## config.mk

```make
export PLATFORM = sky130hd
export DESIGN_NAME = rom_stream_reader
export DESIGN_NICKNAME = d
export VERILOG_FILES = /design/src/rtl/nn_mem_pkg.sv /design/src/rtl/rsr_fifo2.sv /design/src/rtl/rom_stream_reader.sv
export SDC_FILE = /design/constraint.sdc
export NUM_CORES = 1
export LEC_CHECK = 0
export BUFFER_PORTS_ARGS = -buffer_cell sky130_fd_sc_hd__buf_2
export CAP_MARGIN = 40
export CORE_MARGIN = 2
export CORE_UTILIZATION = 50
export DETAILED_ROUTE_END_ITERATION = 8
export PLACE_DENSITY = 0.86
export REMOVE_ABC_BUFFERS = 1
export SYNTH_ARGS = -nofsm -noshare
export SYNTH_HDL_FRONTEND = slang
export SYNTH_SLANG_ARGS = --single-unit
export TNS_END_PERCENT = 20
```

## constraint.sdc

```tcl
create_clock -name clk -period 2.62 [get_ports clk]
set_clock_uncertainty 0.1 [all_clocks]
set_input_delay 0.262 -clock clk [delete_from_list [all_inputs] [get_ports clk]]
set_output_delay 0.262 -clock clk [all_outputs]
set_load 0.01 [all_outputs]
```

## src/rtl/nn_mem_pkg.sv

```systemverilog
// Shared types and constants for the MNIST network ROM access blocks.
package nn_mem_pkg;

  typedef enum logic [1:0] {
    IDLE,
    STREAM,
    FLUSH
  } rsr_state_t;

  localparam int unsigned RSR_FIFO_DEPTH = 2;
  localparam int unsigned RSR_CNT_W      = $clog2(RSR_FIFO_DEPTH + 1);

endpackage

```

## src/rtl/rsr_fifo2.sv

```systemverilog
// Two-entry synchronous FIFO buffering ROM words ahead of the output stream.
module rsr_fifo2
  import nn_mem_pkg::*;
#(
  parameter int unsigned DATA_WIDTH = 16
) (
  input  logic                  clk,
  input  logic                  rst_n,
  input  logic                  push,
  input  logic [DATA_WIDTH-1:0] push_data,
  input  logic                  pop,
  output logic [DATA_WIDTH-1:0] head_data,
  output logic                  head_valid,
  output logic [RSR_CNT_W-1:0]  count
);

  logic [DATA_WIDTH-1:0] mem_q [RSR_FIFO_DEPTH];
  logic                  wr_ptr_q;
  logic                  rd_ptr_q;
  logic [RSR_CNT_W-1:0]  count_q;

  // Storage and pointers; the caller guarantees no push when full and no pop when empty.
  always_ff @(posedge clk or negedge rst_n) begin
    if (!rst_n) begin
      for (int i = 0; i < int'(RSR_FIFO_DEPTH); i++) begin
        mem_q[i] <= '0;
      end
      wr_ptr_q <= 1'b0;
      rd_ptr_q <= 1'b0;
      count_q  <= '0;
    end else begin
      if (push) begin
        mem_q[wr_ptr_q] <= push_data;
        wr_ptr_q        <= ~wr_ptr_q;
      end
      if (pop) begin
        rd_ptr_q <= ~rd_ptr_q;
      end
      count_q <= count_q + RSR_CNT_W'(push) - RSR_CNT_W'(pop);
    end
  end

  assign head_data  = mem_q[rd_ptr_q];
  assign head_valid = (count_q != '0);
  assign count      = count_q;

endmodule

```

## src/rtl/rom_stream_reader.sv

```systemverilog
// Issues sequential reads to a single-port ROM with one-cycle read latency and
// streams the returned words over valid/ready with a last flag.
module rom_stream_reader
  import nn_mem_pkg::*;
#(
  parameter int unsigned ADDR_WIDTH = 16,
  parameter int unsigned DATA_WIDTH = 16
) (
  input  logic                  clk,
  input  logic                  rst_n,
  input  logic                  start,
  input  logic [ADDR_WIDTH-1:0] base_addr,
  input  logic [ADDR_WIDTH:0]   length,
  output logic                  busy,
  output logic                  done,
  output logic [ADDR_WIDTH-1:0] rom_a,
  output logic                  rom_we,
  output logic [DATA_WIDTH-1:0] rom_d,
  input  logic [DATA_WIDTH-1:0] rom_q,
  output logic [DATA_WIDTH-1:0] out_data,
  output logic                  out_valid,
  input  logic                  out_ready,
  output logic                  out_last
);

  localparam int unsigned LEN_W = ADDR_WIDTH + 1;

  rsr_state_t            state_q, state_d;
  logic [ADDR_WIDTH-1:0] addr_q, addr_d;
  logic [LEN_W-1:0]      issue_left_q, issue_left_d;
  logic [LEN_W-1:0]      beat_left_q, beat_left_d;
  logic                  pending_q, pending_d;
  logic                  busy_q, busy_d;
  logic                  done_q, done_d;

  logic                  fifo_valid;
  logic [DATA_WIDTH-1:0] fifo_data;
  logic [RSR_CNT_W-1:0]  fifo_count;
  logic                  pop_c;
  logic [2:0]            occ_c;

  assign pop_c = fifo_valid & out_ready;
  // Occupancy the FIFO will have once the in-flight read lands.
  assign occ_c = 3'(fifo_count) + 3'(pending_q) - 3'(pop_c);

  always_ff @(posedge clk or negedge rst_n) begin
    if (!rst_n) begin
      state_q      <= IDLE;
      addr_q       <= '0;
      issue_left_q <= '0;
      beat_left_q  <= '0;
      pending_q    <= 1'b0;
      busy_q       <= 1'b0;
      done_q       <= 1'b0;
    end else begin
      state_q      <= state_d;
      addr_q       <= addr_d;
      issue_left_q <= issue_left_d;
      beat_left_q  <= beat_left_d;
      pending_q    <= pending_d;
      busy_q       <= busy_d;
      done_q       <= done_d;
    end
  end

  always_comb begin
    state_d      = state_q;
    addr_d       = addr_q;
    issue_left_d = issue_left_q;
    beat_left_d  = beat_left_q;
    pending_d    = 1'b0;
    done_d       = 1'b0;

    if (pop_c) begin
      beat_left_d = beat_left_q - LEN_W'(1);
    end

    unique case (state_q)
      IDLE: begin
        if (start) begin
          addr_d       = base_addr;
          issue_left_d = length;
          beat_left_d  = length;
          state_d      = (length == '0) ? FLUSH : STREAM;
        end
      end
      STREAM: begin
        if (occ_c < 3'd2) begin
          pending_d    = 1'b1;
          addr_d       = addr_q + ADDR_WIDTH'(1);
          issue_left_d = issue_left_q - LEN_W'(1);
          if (issue_left_q == LEN_W'(1)) begin
            state_d = FLUSH;
          end
        end
      end
      FLUSH: begin
        if ((beat_left_q == '0) || (pop_c && (beat_left_q == LEN_W'(1)))) begin
          done_d  = 1'b1;
          state_d = IDLE;
        end
      end
      default: state_d = IDLE;
    endcase

    // busy covers the done cycle even though the FSM is already back in IDLE.
    busy_d = (state_d != IDLE) | done_d;
  end

  rsr_fifo2 #(
    .DATA_WIDTH(DATA_WIDTH)
  ) u_fifo (
    .clk       (clk),
    .rst_n     (rst_n),
    .push      (pending_q),
    .push_data (rom_q),
    .pop       (pop_c),
    .head_data (fifo_data),
    .head_valid(fifo_valid),
    .count     (fifo_count)
  );

  assign busy      = busy_q;
  assign done      = done_q;
  assign rom_a     = addr_q;
  assign rom_we    = 1'b0;
  assign rom_d     = '0;
  assign out_data  = fifo_data;
  assign out_valid = fifo_valid;
  assign out_last  = fifo_valid & (beat_left_q == LEN_W'(1));

endmodule

```

# After elaboration in Yosys (flattened, before gate mapping)

Cells that the tools add are included.

Add/sub/neg operators: 7
$lt $le $gt $ge: 4
Eq/ne operators: 6
Mux-type cells: 25
Bitwise operators: 7
Reduce and logical (&&, ||, !) cells: 10

Operator list:

| operator              | number |
|---|---|
| $mux 16               | 6 |
| $mux 17               | 5 |
| $eq 17x1->1 const B   | 2 |
| $logic_not 17->1      | 2 |
| $pmux 17 s2           | 1 |
| $sub 17x1->17 const B | 2 |
| $bwmux 32             | 1 |
| $pmux 16 s2           | 1 |
| $add 16x1->16 const B | 1 |
| $demux 16 s1          | 1 |
| $mux 2                | 5 |
| $pmux 2 s3            | 1 |
| $reduce_bool 2->1     | 3 |
| $ge 2x2->1 const B    | 2 |
| $mux 1                | 4 |
| $ne 2x2->1 const B    | 2 |
| $not 1->2             | 2 |
| $add 2x1->3           | 1 |
| $lt 3x2->1 const B    | 1 |
| $reduce_and 3->1      | 1 |
| $sub 3x1->3           | 1 |
| $add 2x1->2           | 1 |
| $and 1x1->1           | 2 |
| $eq 2x1->1 const B    | 1 |
| other kinds (8)       | 10 |

Bits in registers: 91
Input port bits: 53

# Logic depth before layout (Yosys ltp)

Depth in word-level cells: 8
Mapped depth: 11

# Cells and area by module

A second synthesis with hierarchy kept.

Cells, all modules: 504
Area total of the unflattened synthesis: 5024.8 µm²

Modules (own cells, without submodules):

| module            | instances | cells an instance | area each (µm²) | seq. area each (µm²) |
|---|---|---|---|---|
| rom_stream_reader | 1         | 404               | 3404.5          | 1376.3 |
| rsr_fifo2         | 1         | 100               | 1620.3          | 900.9 |

# Least setup slack after synthesis

Ideal clock, no wire load.

Path type: register to register
Start: reg u_fifo.count_q[1], in the netlist u_fifo.count[1]
End: reg addr_q[0], in the netlist rom_a[0]
Library setup time: 121 ps
Arrival time: 2584 ps
Setup slack: -185 ps
Cell stages (with the launch flop): 11
Path buffers: 1
Clock period less this slack: 2805 ps
Path through: dfrtp_1 -> o21ai_1 -> mux2i_1 -> ha_1 -> inv_1 -> fa_1 -> a31oi_2 -> clkbuf_1 -> nor3_1 -> a21oi_1 -> nand2_1

Longest elaborated chain between the ends: 6
Elaborated cells between the ends (all ways): 7
Those cells by class: 2 x add/sub; 1 x order compare; 1 x eq/ne; 1 x bitwise; 2 x reduce/logical

Ends and longest elaborated chain:

| element                                                             | RTL line                | source |
|---|---|---|
| from (decl)                                                         | rsr_fifo2.sv:20         | `logic [RSR_CNT_W-1:0] count_q;` |
| from (signal assigned)                                              | rsr_fifo2.sv:39         | `count_q <= count_q + RSR_CNT_W'(push) - RSR_CNT_W'(pop);` |
| parallel branches: the longest is 2 deep, another holds $add 2x1->3 | n/a                     |  |
| $sub 3x1->3 *                                                       | rom_stream_reader.sv:44 | `assign occ_c = 3'(fifo_count) + 3'(pending_q) - 3'(pop_c);` |
| $lt 3x2->1 *                                                        | rom_stream_reader.sv:88 | `if (occ_c < 3'd2) begin` |
| $ne 2x2->1 (no source line) *                                       | n/a                     |  |
| $reduce_and 3->1 (no source line) *                                 | n/a                     |  |
| to (signal assigned)                                                | rom_stream_reader.sv:57 | `addr_q <= addr_d;` |
| to (decl)                                                           | rom_stream_reader.sv:29 | `logic [ADDR_WIDTH-1:0] addr_q, addr_d;` |

Mark *: on every way between the ends.
A chain may end at the register's enable or synchronous reset.

# Worst setup path in the final report

Start: reg beat_left_q[5]
End: out out_last

Longest elaborated chain between the ends: 2

Ends and longest elaborated chain:

| element                | RTL line                 | source |
|---|---|---|
| from (decl)            | rom_stream_reader.sv:31  | `logic [LEN_W-1:0] beat_left_q, beat_left_d;` |
| from (signal assigned) | rom_stream_reader.sv:59  | `beat_left_q <= beat_left_d;` |
| $eq 17x1->1            | rom_stream_reader.sv:130 | `assign out_last = fifo_valid & (beat_left_q == LEN_W'(1));` |
| $and 1x1->1            | rom_stream_reader.sv:130 |  |
| to (decl)              | rom_stream_reader.sv:23  | `output logic out_last` |

No other way between the ends.

==> metrics.md <==
| Metric | Value |
|---|---|
| Post-synth top flop | dfrtp_1 |
| Largest family of logic cells by synthesized area | simple AND/OR/NAND/NOR gates |
| Post-synthesis compound-gate area fraction | 0.1400 |
| Hold Crit Class | input port to flip-flop |
| Design Area, Final | a little under 6000 um2 |
| Worst-Skew Late Latency | around 370 ps |
| CP startpoint | beat_left_q[5]$_DFF_PN0_ |
| Initial DRC Count | 274 |
| Total number of vias | between 4k and 5k |
| Post-synthesis simple-gate area fraction | 0.1792 |
| Residual DRC count | 0 |
| WP data arrival | around 2200 ps |
| Slew Limit Fails | 0 |
| Synth Area in Adders | 0.02177 |
| CTS sink count | a little over 90 |
| Final Worst Setup Slack | between 80 and 90 ps |
| Starting Density | 0.5105 |
| Max clock buf depth | 2 |
| Top cells by area, synth | dfrtp_1, mux2_2, nand2_1, a21oi_1, nor2_1 |
| Tmin final | 2534 ps |
| Largest net degree at the start of global routing | 53 |
| Clock buffer count from CTS | 9 |
| Die Area | ~11,000 um2 |
| I/O Buffers | 88 |
| GR Overflow Total | 0 |
| Clock root buffer | clkbuf_8 |
| Distinct cells, synth | 60 |
| Post-synthesis register bit count | between 90 and 100 |
| Endpoints failing setup | 0 |
| # rows | 36 |
| Post-Syn Instances | 500 |
| H-tree depth | 3 |
| Share of the synthesized area in the top cell type | 0.4606 |
| Highest Clock Rate | 394.7 MHz |
| VDD IR max | about 0.45 mV |
| Fillers | approximately 820 |
| Final antenna-violating net count | 0 |
| Fin nets | approximately 650 |
| Placed insts | between 700 and 800 |
| Post-Route WL | roughly 12,000 um |
| Post-Syn Area | about 4900 um2 |
| Crit path capture type | output port |
| Commonest non-fill, non-tap cell in the layout | dfrtp_1 |
| Yosys top cell by area | dfrtp_1 |
| I/O pin count | between 100 and 150 |
| Via density | between 5 and 6 |
| Warnings from Yosys | 0 |
| R2R Setup Slk | 160 ps |
| Synth Area in XOR/XNOR | 0.03189 |
| Multiplexer share of the synthesized area | 0.1114 |
| Element type at the critical path start | flip-flop |
| GRT Util Overall | 0.2235 |
| CTS tree | built |
| Worst-Margin Slew | 720.5 ps |
| Outcome | completed |
| 1st-pass router iterations | 4 |
| Worst Path Required | between 2000 and 2500 ps |
| Worst reg2reg endpoint | issue_left_q[9]$_DFFE_PN0P_ |
| Number of global-route vias before repair | 3,909 |
| Final Cycle Share | 0.9671 |
| Post-synth EDFFs | 0 |
| Average wire per standard cell | around 16 um |
| Crit-path max FO | 5 |
| Die Wd | 103.4 um |
| Gpl congestion | 0.8543 |
| Layout cells sized above 1 | 0.3193 |
| Register area share after synthesis | 0.4606 |
| Pwr Density | ~1200 nW/um2 |
| Core ar. | ~9700 um2 |
| R2r worst-path depth | 10 |
| Leak Pwr | approximately 2.5 nW |
| Initial antenna violation count | 0 |
| Worst Setup Path Type | flip-flop to output port |
| Post-DP Area | 5555 um2 |
| Global-route wire length before repair | about 19,000 um |
| Die Span Y | just over 100 um |
| Pre-CTS setup slack | ~52 ps |
| Asr flop ratio synth | 1.000 |
| Mapped Avg Cell Area | 9.887 um2 |
| Final Instance Count excl. Fillers | between 700 and 800 |
| Worst setup path end | out_last |
| Post-DP HPWL | approximately 8500 um |
| Final Hold Viols | 0 |
| Post-CTS Setup Bufs | 0 |
| Area growth, synth to finish | 17.34% |
| Max-cap viol count | 0 |
| Clock transition at the registers of the reported paths | roughly 90 ps |
| Ant diodes | 0 |
| Commonest cells after routing, fill and taps aside | dfrtp_1, buf_2, nand2_1 |
| Hold WS | 20.36 ps |
| Slew headroom | 0.5185 |
| FF-to-FF Start | u_fifo.count[0]$_DFF_PN0_ |
==> cells in the mapped netlist, types with 4 or more instances <==
cell type	number
dfrtp_1	91
nand2_1	54
mux2_2	48
nor2_1	40
a21oi_1	33
o21ai_0	29
buf_4	18
clkbuf_1	17
xnor2_1	15
nand3_1	12
nor4_1	10
o22ai_1	10
nor3_1	9
ha_1	7
inv_1	7
or3_1	7
a2bb2oi_1	6
nand4_1	6
o211ai_1	6
a31oi_1	4
nor2b_1	4
nor3_2	4
o21ai_1	4
==> stage by stage <==
| step | TNS (ps) | total power [mW] | util |
|---|---|---|---|
| 6_report | 0 | 6.808 | 0.5990 |
| 5_1_grt | -1.416 | 7.328 | 0.5990 |
| 4_1_cts | 0 | 6.747 | 0.5953 |
| 3_5_place_dp | 0 | 5.759 | 0.5736 |
| 3_3_place_gp | 0 | 5.549 | 0.5708 |
| 2_1_floorplan | -34180 | 4.560 | - |
==> worst max-delay path, cell delays in order (launching register included) <==
cell,delay (ps)
dfrtp_1,420
or3_4,420
or2_2,360
nor4_2,300
and3_1,190
buf_2,130
==> what timing repair did <==
| item | 4_1_cts | 5_1_grt |
|---|---|---|
| gates resized for setup | 0 | 7 |
| hold endpoints to repair | 50 | 0 |
| setup endpoints to repair | 0 | 33 |
| hold buffers | 1 | 0 |
==> layer usage <==
metal	GRT usage	vias to the layer above	share of wire
li1	-	1946	-
met5	0	-	0
met2	0.3648	160	0.49
met3	0.03629	19	0.060
met1	0.2952	2053	0.43
met4	0.09717	0	0.020
==> logic make-up after synthesis <==
| logic type | Yosys count |
|---|---|
| buffers and inverters | 49 |
| AO/OA/AOI/OAI | 113 |
| other | 1 |
| flip-flops | 91 |
| AND/OR/NAND/NOR | 171 |
| adder cells (fa/ha/maj) | 8 |
| multiplexers | 49 |
| XOR/XNOR | 18 |
==> state kept, by name (all words and copies together), names as in the netlist <==
signal / count
u_fifo.mem_q: 32
beat_left_q: 17
issue_left_q: 17
rom_a: 16
state_q: 2
u_fifo.count: 2
busy: 1
done: 1
pending_q: 1
u_fifo.rd_ptr_q: 1
u_fifo.wr_ptr_q: 1
==> where the power goes <==
part / leakage (nW) / total, mW / internal (mW) / switching, mW
registers: 1.05 / 2.68 / 2.06 / 0.621
logic: 1.34 / 3.15 / 1.53 / 1.62
clock network: 0.0950 / 0.977 / 0.467 / 0.510
total: 2.49 / 6.81 / 4.06 / 2.75
==> worst min-delay path by stage <==
| stage | start | endpoint | slack [ps] | cells after the start |
|---|---|---|---|---|
| 2_1_floorplan | rst_n | beat_left_q[0]$_DFF_PN0_ | -130 | 0 |
| 3_3_place_gp | rst_n | u_fifo.mem_q[3]$_DFFE_PN0P_ | 240 | 1 |
| 3_5_place_dp | rst_n | u_fifo.mem_q[19]$_DFFE_PN0P_ | 250 | 1 |
| 4_1_cts | base_addr[0] | rom_a[0]$_DFFE_PN0P_ | 20 | 3 |
| 5_1_grt | rom_q[3] | u_fifo.mem_q[3]$_DFFE_PN0P_ | 20 | 2 |
| 6_report | base_addr[0] | rom_a[0]$_DFFE_PN0P_ | 20 | 3 |
==> layout make-up <==
type,count,area [um2],area share
Tap cell,133,166.4,0.02869
Clock buffer,10,137.6,0.02373
Clock inverter,5,62.56,0.01079
Sequential cell,91,2278,0.3928
Timing Repair Buffer,106,629.4,0.1085
Inverter,7,26.28,0.004530
Multi-Input combinational cell,376,2500,0.4310
(Power assumes the default switching activity.)
